[src/rtl/muldiv_seq_pkg.sv]
// rtl/muldiv_seq_pkg.sv - shared types and constants for the RV32M sequencer
package muldiv_seq_pkg;

  localparam int XLEN      = 32;
  localparam int DIV_ITERS = 32;
  localparam int CNT_W     = 5;

  localparam logic [XLEN-1:0] DIV_ZERO_Q = 32'hFFFF_FFFF;
  localparam logic [XLEN-1:0] INT_MIN    = 32'h8000_0000;

  typedef enum logic [2:0] {
    OP_MUL    = 3'b000,
    OP_MULH   = 3'b001,
    OP_MULHSU = 3'b010,
    OP_MULHU  = 3'b011,
    OP_DIV    = 3'b100,
    OP_DIVU   = 3'b101,
    OP_REM    = 3'b110,
    OP_REMU   = 3'b111
  } muldiv_op_t;

  typedef enum logic [1:0] {
    IDLE = 2'd0,
    MUL  = 2'd1,
    DIV  = 2'd2,
    DONE = 2'd3
  } muldiv_state_t;

endpackage

[src/rtl/muldiv_seq_if.sv]
// rtl/muldiv_seq_if.sv - request/response bundle between issue logic and the sequencer
interface muldiv_seq_if;
  import muldiv_seq_pkg::*;

  logic            START;
  logic [2:0]      OP;
  logic [XLEN-1:0] SRC1;
  logic [XLEN-1:0] SRC2;
  logic [4:0]      RD_IN;
  logic            READY;
  logic            RESULT_VALID;
  logic [XLEN-1:0] RESULT;
  logic [4:0]      RD_OUT;

  modport master (output START, OP, SRC1, SRC2, RD_IN,
                  input  READY, RESULT_VALID, RESULT, RD_OUT);
  modport slave  (input  START, OP, SRC1, SRC2, RD_IN,
                  output READY, RESULT_VALID, RESULT, RD_OUT);
endinterface

[src/rtl/muldiv_seq_div_step.sv]
// rtl/muldiv_seq_div_step.sv - one combinational restoring-division step
module div_step
  import muldiv_seq_pkg::*;
(
  input  logic [XLEN-1:0] i_rem,
  input  logic [XLEN-1:0] i_quot,
  input  logic [XLEN-1:0] i_divisor,
  output logic [XLEN-1:0] o_rem,
  output logic [XLEN-1:0] o_quot
);
  logic [XLEN:0] w_shift;
  logic [XLEN:0] w_diff;
  logic          w_ge;

  // The dividend shifts out of i_quot MSB-first while quotient bits shift in.
  assign w_shift = {i_rem, i_quot[XLEN-1]};
  assign w_diff  = w_shift - {1'b0, i_divisor};
  assign w_ge    = ~w_diff[XLEN];
  assign o_rem   = w_ge ? w_diff[XLEN-1:0] : w_shift[XLEN-1:0];
  assign o_quot  = {i_quot[XLEN-2:0], w_ge};
endmodule

[src/rtl/muldiv_seq.sv]
// rtl/muldiv_seq.sv - RV32M multiply/divide sequencer (2-cycle mul, 32-step divide)
// Optional single-entry divide result cache: MULDIV_RESULT_CACHE_EN.
module muldiv_seq
  import muldiv_seq_pkg::*;
(
  input  logic        CLK,
  input  logic        RST,
  muldiv_seq_if.slave bus
);
  localparam logic [CNT_W-1:0] CNT_LAST = CNT_W'(DIV_ITERS - 1);

  muldiv_state_t   r_state, w_state_nxt;
  logic            w_ready, w_valid, w_accept;
  logic [2:0]      r_op;
  logic [XLEN-1:0] r_src1, r_src2, r_rem, r_quot, r_divisor, r_result;
  logic [4:0]      r_rd_pend, r_rd;
  logic [CNT_W-1:0] r_cnt;
  logic            r_neg_q, r_neg_r;

  logic            w_signed, w_zero, w_ovf, w_fast;
  logic [XLEN-1:0] w_abs1, w_abs2, w_fast_res;
  logic [XLEN-1:0] w_rem_nxt, w_quot_nxt, w_rem_fin, w_quot_fin, w_mul_res;
  logic [2*XLEN-1:0] w_a, w_b, w_prod;
  logic            w_a_sgn, w_b_sgn;

`ifdef MULDIV_RESULT_CACHE_EN
  logic            r_c_valid, r_c_signed, w_hit;
  logic [XLEN-1:0] r_c_src1, r_c_src2, r_c_quot, r_c_rem;
  assign w_hit = r_c_valid && (r_c_signed == w_signed) &&
                 (r_c_src1 == bus.SRC1) && (r_c_src2 == bus.SRC2);
`endif

  assign w_signed = ~bus.OP[0];
  assign w_zero   = (bus.SRC2 == '0);
  assign w_ovf    = w_signed && (bus.SRC1 == INT_MIN) && (bus.SRC2 == '1);
  assign w_abs1   = (w_signed && bus.SRC1[XLEN-1]) ? -bus.SRC1 : bus.SRC1;
  assign w_abs2   = (w_signed && bus.SRC2[XLEN-1]) ? -bus.SRC2 : bus.SRC2;
  assign w_accept = bus.START && w_ready;

  always_comb begin
    w_fast     = w_zero || w_ovf;
    w_fast_res = bus.OP[1] ? bus.SRC1 : DIV_ZERO_Q;
    if (w_zero) begin
      w_fast_res = bus.OP[1] ? bus.SRC1 : DIV_ZERO_Q;
    end else if (w_ovf) begin
      w_fast_res = bus.OP[1] ? '0 : INT_MIN;
    end
`ifdef MULDIV_RESULT_CACHE_EN
    else if (w_hit) begin
      w_fast     = 1'b1;
      w_fast_res = bus.OP[1] ? r_c_rem : r_c_quot;
    end
`endif
  end

  // Sign-extend into 64 bits so a plain 64-bit product covers all three signedness mixes.
  assign w_a_sgn   = (r_op != OP_MULHU);
  assign w_b_sgn   = (r_op == OP_MUL) || (r_op == OP_MULH);
  assign w_a       = {{XLEN{w_a_sgn & r_src1[XLEN-1]}}, r_src1};
  assign w_b       = {{XLEN{w_b_sgn & r_src2[XLEN-1]}}, r_src2};
  assign w_prod    = w_a * w_b;
  assign w_mul_res = (r_op == OP_MUL) ? w_prod[XLEN-1:0] : w_prod[2*XLEN-1:XLEN];

  div_step u_div_step (
    .i_rem     (r_rem),
    .i_quot    (r_quot),
    .i_divisor (r_divisor),
    .o_rem     (w_rem_nxt),
    .o_quot    (w_quot_nxt)
  );

  assign w_quot_fin = r_neg_q ? -w_quot_nxt : w_quot_nxt;
  assign w_rem_fin  = r_neg_r ? -w_rem_nxt  : w_rem_nxt;

  always_ff @(posedge CLK) begin
    if (RST) r_state <= IDLE;
    else     r_state <= w_state_nxt;
  end

  always_comb begin
    w_state_nxt = r_state;
    w_ready     = 1'b0;
    w_valid     = 1'b0;
    unique case (r_state)
      IDLE, DONE: begin
        w_ready     = 1'b1;
        w_valid     = (r_state == DONE);
        w_state_nxt = IDLE;
        if (bus.START) begin
          if (!bus.OP[2])  w_state_nxt = MUL;
          else if (w_fast) w_state_nxt = DONE;
          else             w_state_nxt = DIV;
        end
      end
      MUL:     w_state_nxt = DONE;
      DIV:     if (r_cnt == CNT_LAST) w_state_nxt = DONE;
      default: w_state_nxt = IDLE;
    endcase
  end

  always_ff @(posedge CLK) begin
    if (RST) begin
      r_op <= '0; r_src1 <= '0; r_src2 <= '0; r_rd_pend <= '0;
      r_rem <= '0; r_quot <= '0; r_divisor <= '0; r_cnt <= '0;
      r_neg_q <= 1'b0; r_neg_r <= 1'b0; r_result <= '0; r_rd <= '0;
`ifdef MULDIV_RESULT_CACHE_EN
      r_c_valid <= 1'b0; r_c_signed <= 1'b0; r_c_src1 <= '0;
      r_c_src2 <= '0; r_c_quot <= '0; r_c_rem <= '0;
`endif
    end else if (w_accept) begin
      r_op      <= bus.OP;
      r_src1    <= bus.SRC1;
      r_src2    <= bus.SRC2;
      r_rd_pend <= bus.RD_IN;
      r_rem     <= '0;
      r_quot    <= w_abs1;
      r_divisor <= w_abs2;
      r_cnt     <= '0;
      r_neg_q   <= w_signed && (bus.SRC1[XLEN-1] ^ bus.SRC2[XLEN-1]);
      r_neg_r   <= w_signed && bus.SRC1[XLEN-1];
      if (bus.OP[2] && w_fast) begin
        r_result <= w_fast_res;
        r_rd     <= bus.RD_IN;
      end
    end else if (r_state == MUL) begin
      r_result <= w_mul_res;
      r_rd     <= r_rd_pend;
    end else if (r_state == DIV) begin
      r_rem  <= w_rem_nxt;
      r_quot <= w_quot_nxt;
      r_cnt  <= r_cnt + 1'b1;
      if (r_cnt == CNT_LAST) begin
        r_result <= r_op[1] ? w_rem_fin : w_quot_fin;
        r_rd     <= r_rd_pend;
`ifdef MULDIV_RESULT_CACHE_EN
        r_c_valid  <= 1'b1;
        r_c_signed <= ~r_op[0];
        r_c_src1   <= r_src1;
        r_c_src2   <= r_src2;
        r_c_quot   <= w_quot_fin;
        r_c_rem    <= w_rem_fin;
`endif
      end
    end
  end

  assign bus.READY        = w_ready;
  assign bus.RESULT_VALID = w_valid;
  assign bus.RESULT       = r_result;
  assign bus.RD_OUT       = r_rd;
endmodule

[src/flat_wrapper.sv]
// flat-port wrapper written by rule: the top's interface ports become plain ports
module muldiv_seq_flat import muldiv_seq_pkg::*;
  (CLK, RST, bus_START, bus_OP, bus_SRC1, bus_SRC2, bus_RD_IN, bus_READY, bus_RESULT_VALID, bus_RESULT, bus_RD_OUT);
  muldiv_seq_if bus_i ();
  input  logic CLK;
  input  logic RST;
  input wire logic [$bits(bus_i.START)-1:0] bus_START;
  input wire logic [$bits(bus_i.OP)-1:0] bus_OP;
  input wire logic [$bits(bus_i.SRC1)-1:0] bus_SRC1;
  input wire logic [$bits(bus_i.SRC2)-1:0] bus_SRC2;
  input wire logic [$bits(bus_i.RD_IN)-1:0] bus_RD_IN;
  output wire logic [$bits(bus_i.READY)-1:0] bus_READY;
  output wire logic [$bits(bus_i.RESULT_VALID)-1:0] bus_RESULT_VALID;
  output wire logic [$bits(bus_i.RESULT)-1:0] bus_RESULT;
  output wire logic [$bits(bus_i.RD_OUT)-1:0] bus_RD_OUT;
  assign bus_i.START = bus_START;
  assign bus_i.OP = bus_OP;
  assign bus_i.SRC1 = bus_SRC1;
  assign bus_i.SRC2 = bus_SRC2;
  assign bus_i.RD_IN = bus_RD_IN;
  assign bus_READY = bus_i.READY;
  assign bus_RESULT_VALID = bus_i.RESULT_VALID;
  assign bus_RESULT = bus_i.RESULT;
  assign bus_RD_OUT = bus_i.RD_OUT;
  muldiv_seq u_core (.CLK(CLK), .RST(RST), .bus(bus_i));
endmodule
[config.mk]
export PLATFORM = sky130hd
export DESIGN_NAME = muldiv_seq_flat
export DESIGN_NICKNAME = d
export VERILOG_FILES = /design/src/rtl/muldiv_seq_pkg.sv /design/src/rtl/muldiv_seq_if.sv /design/src/rtl/muldiv_seq_div_step.sv /design/src/rtl/muldiv_seq.sv /design/src/flat_wrapper.sv
export SDC_FILE = /design/constraint.sdc
export NUM_CORES = 2
export LEC_CHECK = 0
export BUFFER_PORTS_ARGS = -buffer_cell sky130_fd_sc_hd__buf_2
export CORE_ASPECT_RATIO = 1.25
export CORE_MARGIN = 2
export CORE_UTILIZATION = 45
export CTS_BUF_LIST = sky130_fd_sc_hd__clkbuf_4 sky130_fd_sc_hd__clkbuf_8
export CTS_CLUSTER_SIZE = 40
export DETAILED_ROUTE_END_ITERATION = 6
export HOLD_SLACK_MARGIN = 0.02
export SLEW_MARGIN = 5
export SYNTH_ARGS = -nofsm -noshare
export SYNTH_HDL_FRONTEND = slang
export SYNTH_HIERARCHICAL = 1
export SYNTH_SLANG_ARGS = --single-unit
[constraint.sdc]
create_clock -name CLK -period 14.3 [get_ports CLK]
set_input_delay 0.715 -clock CLK [delete_from_list [all_inputs] [get_ports CLK]]
set_output_delay 0.715 -clock CLK [all_outputs]
set_load 0.01 [all_outputs]
# Word level (Yosys, flattened, before mapping)

Cells that the tools add are included.
W data, S select, Z words.

Register bits: 214
Input port bits: 75
Output and inout port bits: 39
Logic and storage cells: 88

Add/sub/neg operators: 6
$mul: 1
Equality and inequality tests: 11
Muxes and demuxes: 31
Bitwise logic cells: 6
Reduce and logical (&&, ||, !) cells: 20

Operators with widths:

| operator               | number |
|---|---|
| $mux W32               | 19 |
| $neg A32 Y32           | 4 |
| $eq A32 B32 Y1 const B | 2 |
| $mul A33 B33 Y64       | 1 |
| $sub A33 B32 Y33       | 1 |
| $logic_not A32 Y1      | 1 |
| $mux W5                | 5 |
| $logic_and A1 B1 Y1    | 7 |
| $mux W2                | 3 |
| $pmux W2 S3            | 1 |
| $reduce_bool A3 Y1     | 2 |
| $add A5 B1 Y5 const B  | 1 |
| $eq A5 B5 Y1 const B   | 1 |
| $eq A2 B2 Y1 const B   | 2 |
| $ne A2 B1 Y1 const B   | 2 |
| $reduce_and A2 Y1      | 2 |
| $reduce_or A2 Y1       | 2 |
| $eq A3 B1 Y1 const B   | 1 |
| $logic_not A3 Y1       | 1 |
| $mux W1                | 3 |
| $ne A3 B2 Y1 const B   | 1 |
| $not A1 Y1             | 3 |
| $reduce_and A3 Y1      | 1 |
| $and A1 B1 Y1          | 2 |
| 6 further kinds        | 7 |

# Depth between registers and ports, before layout

Depth in word-level cells: 9
Mapped depth: 31
Mapped depth without buffers: 28

# Cells and area by module

The synthesis kept the hierarchy.

By module, submodules not included:

| module     | times used | cells an instance | area each (um^2) | sequential area each (um^2) |
|---|---|---|---|---|
| muldiv_seq | 1          | 5835              | 49936.6          | 4264.1 |
| div_step   | 1          | 340               | 2546.2           | 0.0 |

# Least setup slack after synthesis

Ideal clock, no wire load.

Path kind: reg2reg
From: register u_core.r_op[1]
To: register u_core.r_result[31] (netlist: u_core/bus.RESULT[31])
Setup time: 0.114 ns
Arrival: 8.628 ns
Required time: 14.186 ns
Slack: 5.557 ns
Stages on the path, launching flop included: 32
Path buffers: 3
Clock period less this slack: 8.743 ns
Path through: dfxtp_1 > clkbuf_1 > nand2_1 > o21a_1 > clkbuf_1 > nand2_1 > inv_1 > fa_1 > inv_1 > fa_1 > inv_1 > fa_1 > inv_1 > fa_1 > inv_1 > fa_1 > fa_1 > inv_1 > fa_1 > fa_1 > inv_1 > ha_1 > buf_2 > nand4_1 > or3_1 > or4_1 > a211oi_2 > o32ai_2 > a2111oi_2 > mux2i_1 > a221oi_2 > a2111oi_0

Word-level cells in the longest chain between the ends: 7
Elaborated cells on any way between the ends: 13
Those cells by class: mul: 1; eq/ne: 2; mux: 6; bitwise: 2; reduce/logical: 2

RTL lines:

| item                                                    | line                               | RTL |
|---|---|---|
| start: declaration                                      | muldiv_seq.sv:14                   | `logic [2:0] r_op;` |
| start signal: assignment                                | muldiv_seq.sv:111                  | `r_op <= bus.OP;` |
| $eq A3 B1 Y1 / $logic_not A3 Y1 (equally long branches) | muldiv_seq.sv:58, muldiv_seq.sv:62 |  |
| $logic_or A1 B1 Y1                                      | muldiv_seq.sv:58                   | `assign w_b_sgn = (r_op == OP_MUL) \|\| (r_op == OP_MULH);` |
| $and A1 B1 Y1                                           | muldiv_seq.sv:60                   | `assign w_b = {{XLEN{w_b_sgn & r_src2[XLEN-1]}}, r_src2};` |
| $mul A33 B33 Y64                                        | muldiv_seq.sv:61                   | `assign w_prod = w_a * w_b;` |
| $mux W32                                                | muldiv_seq.sv:62                   | `assign w_mul_res = (r_op == OP_MUL) ? w_prod[XLEN-1:0] : w_prod[2*XLEN-1:XLEN];` |
| $mux W32 (*)                                            | muldiv_seq.sv:125                  | `end else if (r_state == MUL) begin` |
| $mux W32 (*)                                            | muldiv_seq.sv:110                  | `end else if (w_accept) begin` |
| end signal: assignment                                  | muldiv_seq.sv:122                  | `r_result <= w_fast_res;` |
| end signal: assignment                                  | muldiv_seq.sv:126                  | `r_result <= w_mul_res;` |
| end signal: assignment                                  | muldiv_seq.sv:133                  | `r_result <= r_op[1] ? w_rem_fin : w_quot_fin;` |
| end: declaration                                        | muldiv_seq.sv:15                   | `logic [XLEN-1:0] r_src1, r_src2, r_rem, r_quot, r_divisor, r_result;` |

Mark *: on every way between the ends. The rest lies on a longest branch, timed or not. The select of a mux whose other input is x is not followed.
A chain may end at the register's enable or synchronous reset.

# Worst setup path in the final report

From: register u_core.r_op[0]
To: register u_core.r_result[31] (netlist: u_core/bus.RESULT[31])

Word-level cells in the longest chain between the ends: 7
Elaborated cells on any way between the ends: 10
Those cells by class: mul: 1; eq/ne: 2; mux: 3; bitwise: 2; reduce/logical: 2

RTL lines:

| item                                                    | line |
|---|---|
| $eq A3 B1 Y1 / $logic_not A3 Y1 (equally long branches) | muldiv_seq.sv:58, muldiv_seq.sv:62 |
| $logic_or A1 B1 Y1                                      | muldiv_seq.sv:58 |
| $and A1 B1 Y1                                           | muldiv_seq.sv:60 |
| $mul A33 B33 Y64                                        | muldiv_seq.sv:61 |
| $mux W32 (*)                                            | muldiv_seq.sv:62 |
| $mux W32 (*)                                            | muldiv_seq.sv:125 |
| $mux W32 (*)                                            | muldiv_seq.sv:110 |

Mark *: on every way between the ends. The rest lies on a longest branch, timed or not.

==> flow_metrics.env <==
export IMPL_status="finished, final reports clean"
export IMPL_crit_path_top_delay_cell="fa_1"
export IMPL_synth_seq_cells=213
export IMPL_core_sq_um=116000
export IMPL_wire_per_inst_um=20.7
export IMPL_reg2reg_slack_ps=4640
export IMPL_die_h_um=386
export IMPL_yosysUniqueCellTypes=86
export IMPL_postCtsHoldBufs=0
export IMPL_cp_arrival_ps=10070
export IMPL_worst_pin_slew_ps=1200
export IMPL_finClkSkew_ps=51.3
export IMPL_worst_hold_slack_ps=401
export IMPL_fin_tns_setup_ps=0
export IMPL_end_kind="flip-flop"
export IMPL_postSynth_asyncResetShare=0
export IMPL_rsz0062_at_grt="false"
export IMPL_nFillCells=11489
export IMPL_period_needed_ps=9660
export IMPL_start_kind="flip-flop"
export IMPL_relSlewSlack=0.200
export IMPL_antenna_found_initial=4
export IMPL_synth_edf_count=0
export IMPL_layout_cells_non_filler=7592
export IMPL_clockBufferDepth=3
export IMPL_hold_viol=0
export IMPL_timing_fmax_ghz=0.104
export IMPL_grt_pass1_vias=44512
export IMPL_syn2layout_area_growth_pct=4.37
export IMPL_worstPathRequired_ps=14710
export IMPL_root_buffer="clkbuf_8"
export IMPL_syn_nets=7630
export IMPL_p_int_mw=3.25
export IMPL_path_max_fanout=32
export IMPL_dp_hpwl_um=128000
export IMPL_drc=0
export IMPL_place_congestion=0.921
export IMPL_cpMostUsedCell="fa_1"
export IMPL_grt_overflow=0
export IMPL_power_share_clock=0.080
export IMPL_crit_type="reg -> reg"
export IMPL_clk_pin_slew_ps=60
export IMPL_seqCellArea_sq_um=4280
export IMPL_netlist_instances=6175
export IMPL_io_pins=114
export IMPL_pwr_share_seq=0.127
export IMPL_hold_path_class="in -> reg"
export IMPL_stdcell_area_sq_um=54800
export IMPL_report_final_slew_viol_count=0
export IMPL_die_x_um=309
export IMPL_dp_cells=7522
export IMPL_final_util=0.472
export IMPL_yosys_warnings=6
export IMPL_cts_setup_buffers=0
export IMPL_wirelength_um=157000
export IMPL_p_leak_nw=25.7
export IMPL_place_ws_ps=4800
export IMPL_netSwitchingFraction=0.589
export IMPL_post_cts_resized=0
export IMPL_fin_ws_ps=4640
export IMPL_cp_num_buf_inv=8
export IMPL_vias_per_cell=5.44
export IMPL_htreeDepth=2
export IMPL_finalCritPeriodShare=0.676
export IMPL_row_count=140
export IMPL_nets=7454
export IMPL_cts_tree="done"
export IMPL_vias=41318
export IMPL_total_power_mw=7.92
export IMPL_first_pass_iters=5
export IMPL_p_per_area_nw_per_um2=145
export IMPL_dominantRegCellSynth="dfxtp_1"
export IMPL_dieArea_sq_um=119000
export IMPL_insertion_delay_ps=580
export IMPL_final_setup_viol_count=0
export IMPL_grtUsageTotal=0.273
export IMPL_ant_nets=0
export IMPL_cts_buffers=37
export IMPL_cpPeakStageDelay_ps=790
export IMPL_grt_max_degree=78
export IMPL_drive_gt1_frac=0.0584
export IMPL_multiInputGateArea_sq_um=41800
export IMPL_critPathTopFamily="adder cells"
export IMPL_io_buffers=113
export IMPL_start_util=0.452
export IMPL_avgSynthCellArea_sq_um=8.50
export IMPL_ir_drop_uv=142
export IMPL_syn_area_sq_um=52500
export IMPL_dr_first_iter_drc_count=2403
export IMPL_maxCapViolCount=0
export IMPL_seq_area_frac_synth=0.0812
export IMPL_p_comb_frac=0.793
export IMPL_grt_pass1_wl_um=252000
export IMPL_dpl_cell_area_sq_um=53900
export IMPL_p_switching_mw=4.67
export IMPL_clock_sinks=213
==> cell usage after synthesis (11+ instances only) <==
master    count  area share
a211oi_1     80       0.011
a21o_1       65      0.0093
a21oi_1     238       0.023
a311oi_1     30      0.0050
a31oi_1      20      0.0024
and2_1      288       0.034
and3_1       17      0.0020
buf_1        14      0.0010
buf_2        15      0.0014
buf_4        35      0.0050
clkbuf_1    340       0.024
dfxtp_1     213       0.081
fa_1       1126        0.43
ha_1        254       0.061
inv_1      1254       0.090
mux2_4       26      0.0074
mux2i_1      51      0.0097
nand2_1    1045       0.075
nand2b_1     12      0.0014
nand3_1      37      0.0035
nand4_1      38      0.0045
nor2_1      287       0.021
nor2b_1      20      0.0024
nor3_1       30      0.0029
nor4_1       18      0.0021
o211ai_1     22      0.0031
o21a_1       17      0.0024
o21ai_0     126       0.012
o21bai_1     11      0.0016
o31ai_1      33      0.0047
o41ai_1      15      0.0025
or2_2        19      0.0023
or3_1        40      0.0048
or4_1        18      0.0026
xnor2_1     103       0.017
xor2_1       95       0.016
==> registers in the layout, summed over array words and instances, names as in the netlist <==
| register | count |
|---|---|
| u_core/bus.RESULT | 32 |
| u_core/r_src1 | 32 |
| u_core/r_neg_q | 1 |
| u_core/r_divisor | 31 |
| u_core/r_state | 2 |
| u_core/r_rd_pend | 5 |
| u_core/bus.RD_OUT | 5 |
| u_core/r_rem | 32 |
| u_core/r_op | 3 |
| u_core/r_quot | 32 |
| u_core/r_neg_r | 1 |
| u_core/r_src2 | 32 |
| u_core/r_cnt | 5 |
==> worst register-to-register path: cells and delay by family, from the launching register on <==
family / cells / cell delay [ps]
compound gates: 6 / 1560
fa+ha+maj: 9 / 4800
buf+inv: 8 / 980
flops: 1 / 380
mux: 1 / 280
simple gates: 5 / 1520
==> per-layer routing <==
metal  routed length, um  up-vias  track usage  part of all wire
met3                6760      339       0.0217             0.043
met2               82900     1177        0.505              0.53
met1               59500    21398        0.321              0.38
met4                8330        0        0.123             0.053
met5                   0        -            0                 0
li1                    -    18404            -                 -
==> area by class of cell <==
| class | count | area share |
|---|---|---|
| antenna | 5 | 0.000228 |
| clock buffer | 58 | 0.0135 |
| clock inverter | 7 | 0.00135 |
| inverter | 1256 | 0.0861 |
| multi-input combinational | 4298 | 0.764 |
| sequential | 213 | 0.0782 |
| tap | 1562 | 0.0357 |
| timing repair buffer | 193 | 0.0214 |
==> kinds of logic after synthesis <==
| family | count (synthesis) | share of synthesized area |
|---|---|---|
| compound gates | 747 | 0.0930 |
| xor+xnor | 199 | 0.0334 |
| fa+ha+maj | 1380 | 0.490 |
| buf+inv | 1664 | 0.122 |
| flops | 213 | 0.0812 |
| mux | 78 | 0.0174 |
| simple gates | 1894 | 0.163 |
==> cells in the final DEF, fill, tap and decap left out, types with 33 or more instances in the layout <==
cell      instances
or3_1            40
o31ai_1          33
fa_1           1126
a211oi_1         80
ha_1            253
o21ai_0         126
inv_1          1254
nor2_1          287
a21oi_1         238
clkbuf_8         49
and2_1          287
buf_2           112
nand4_1          38
dfxtp_1         197
xnor2_1         103
a21o_1           65
nand2_1        1044
xor2_1           95
mux2i_1          51
buf_4            80
nand3_1          37
==> power groups by stage <==
stage	combinational (mW)	clock [mW]	sequential, mW
2_1_floorplan	4.35	0	0.859
3_3_place_gp	6.18	0	1.01
3_5_place_dp	6.24	0	1.01
4_1_cts	6.30	0.647	1.00
5_1_grt	6.93	0.670	1.02
6_report	6.28	0.634	1.01
==> final timing paths <==
path                          start                     to  cells past startpoint
setup / recovery     u_core/r_op[0]  u_core/bus.RESULT[31]                     29
hold / removal         bus_RD_IN[4]    u_core/r_rd_pend[4]                      3
setup reg to reg     u_core/r_op[0]  u_core/bus.RESULT[31]                     29
hold reg to reg   u_core/r_src2[30]      u_core/r_src2[30]                      2
No activity file was read; power rests on OpenSTA's default activity.
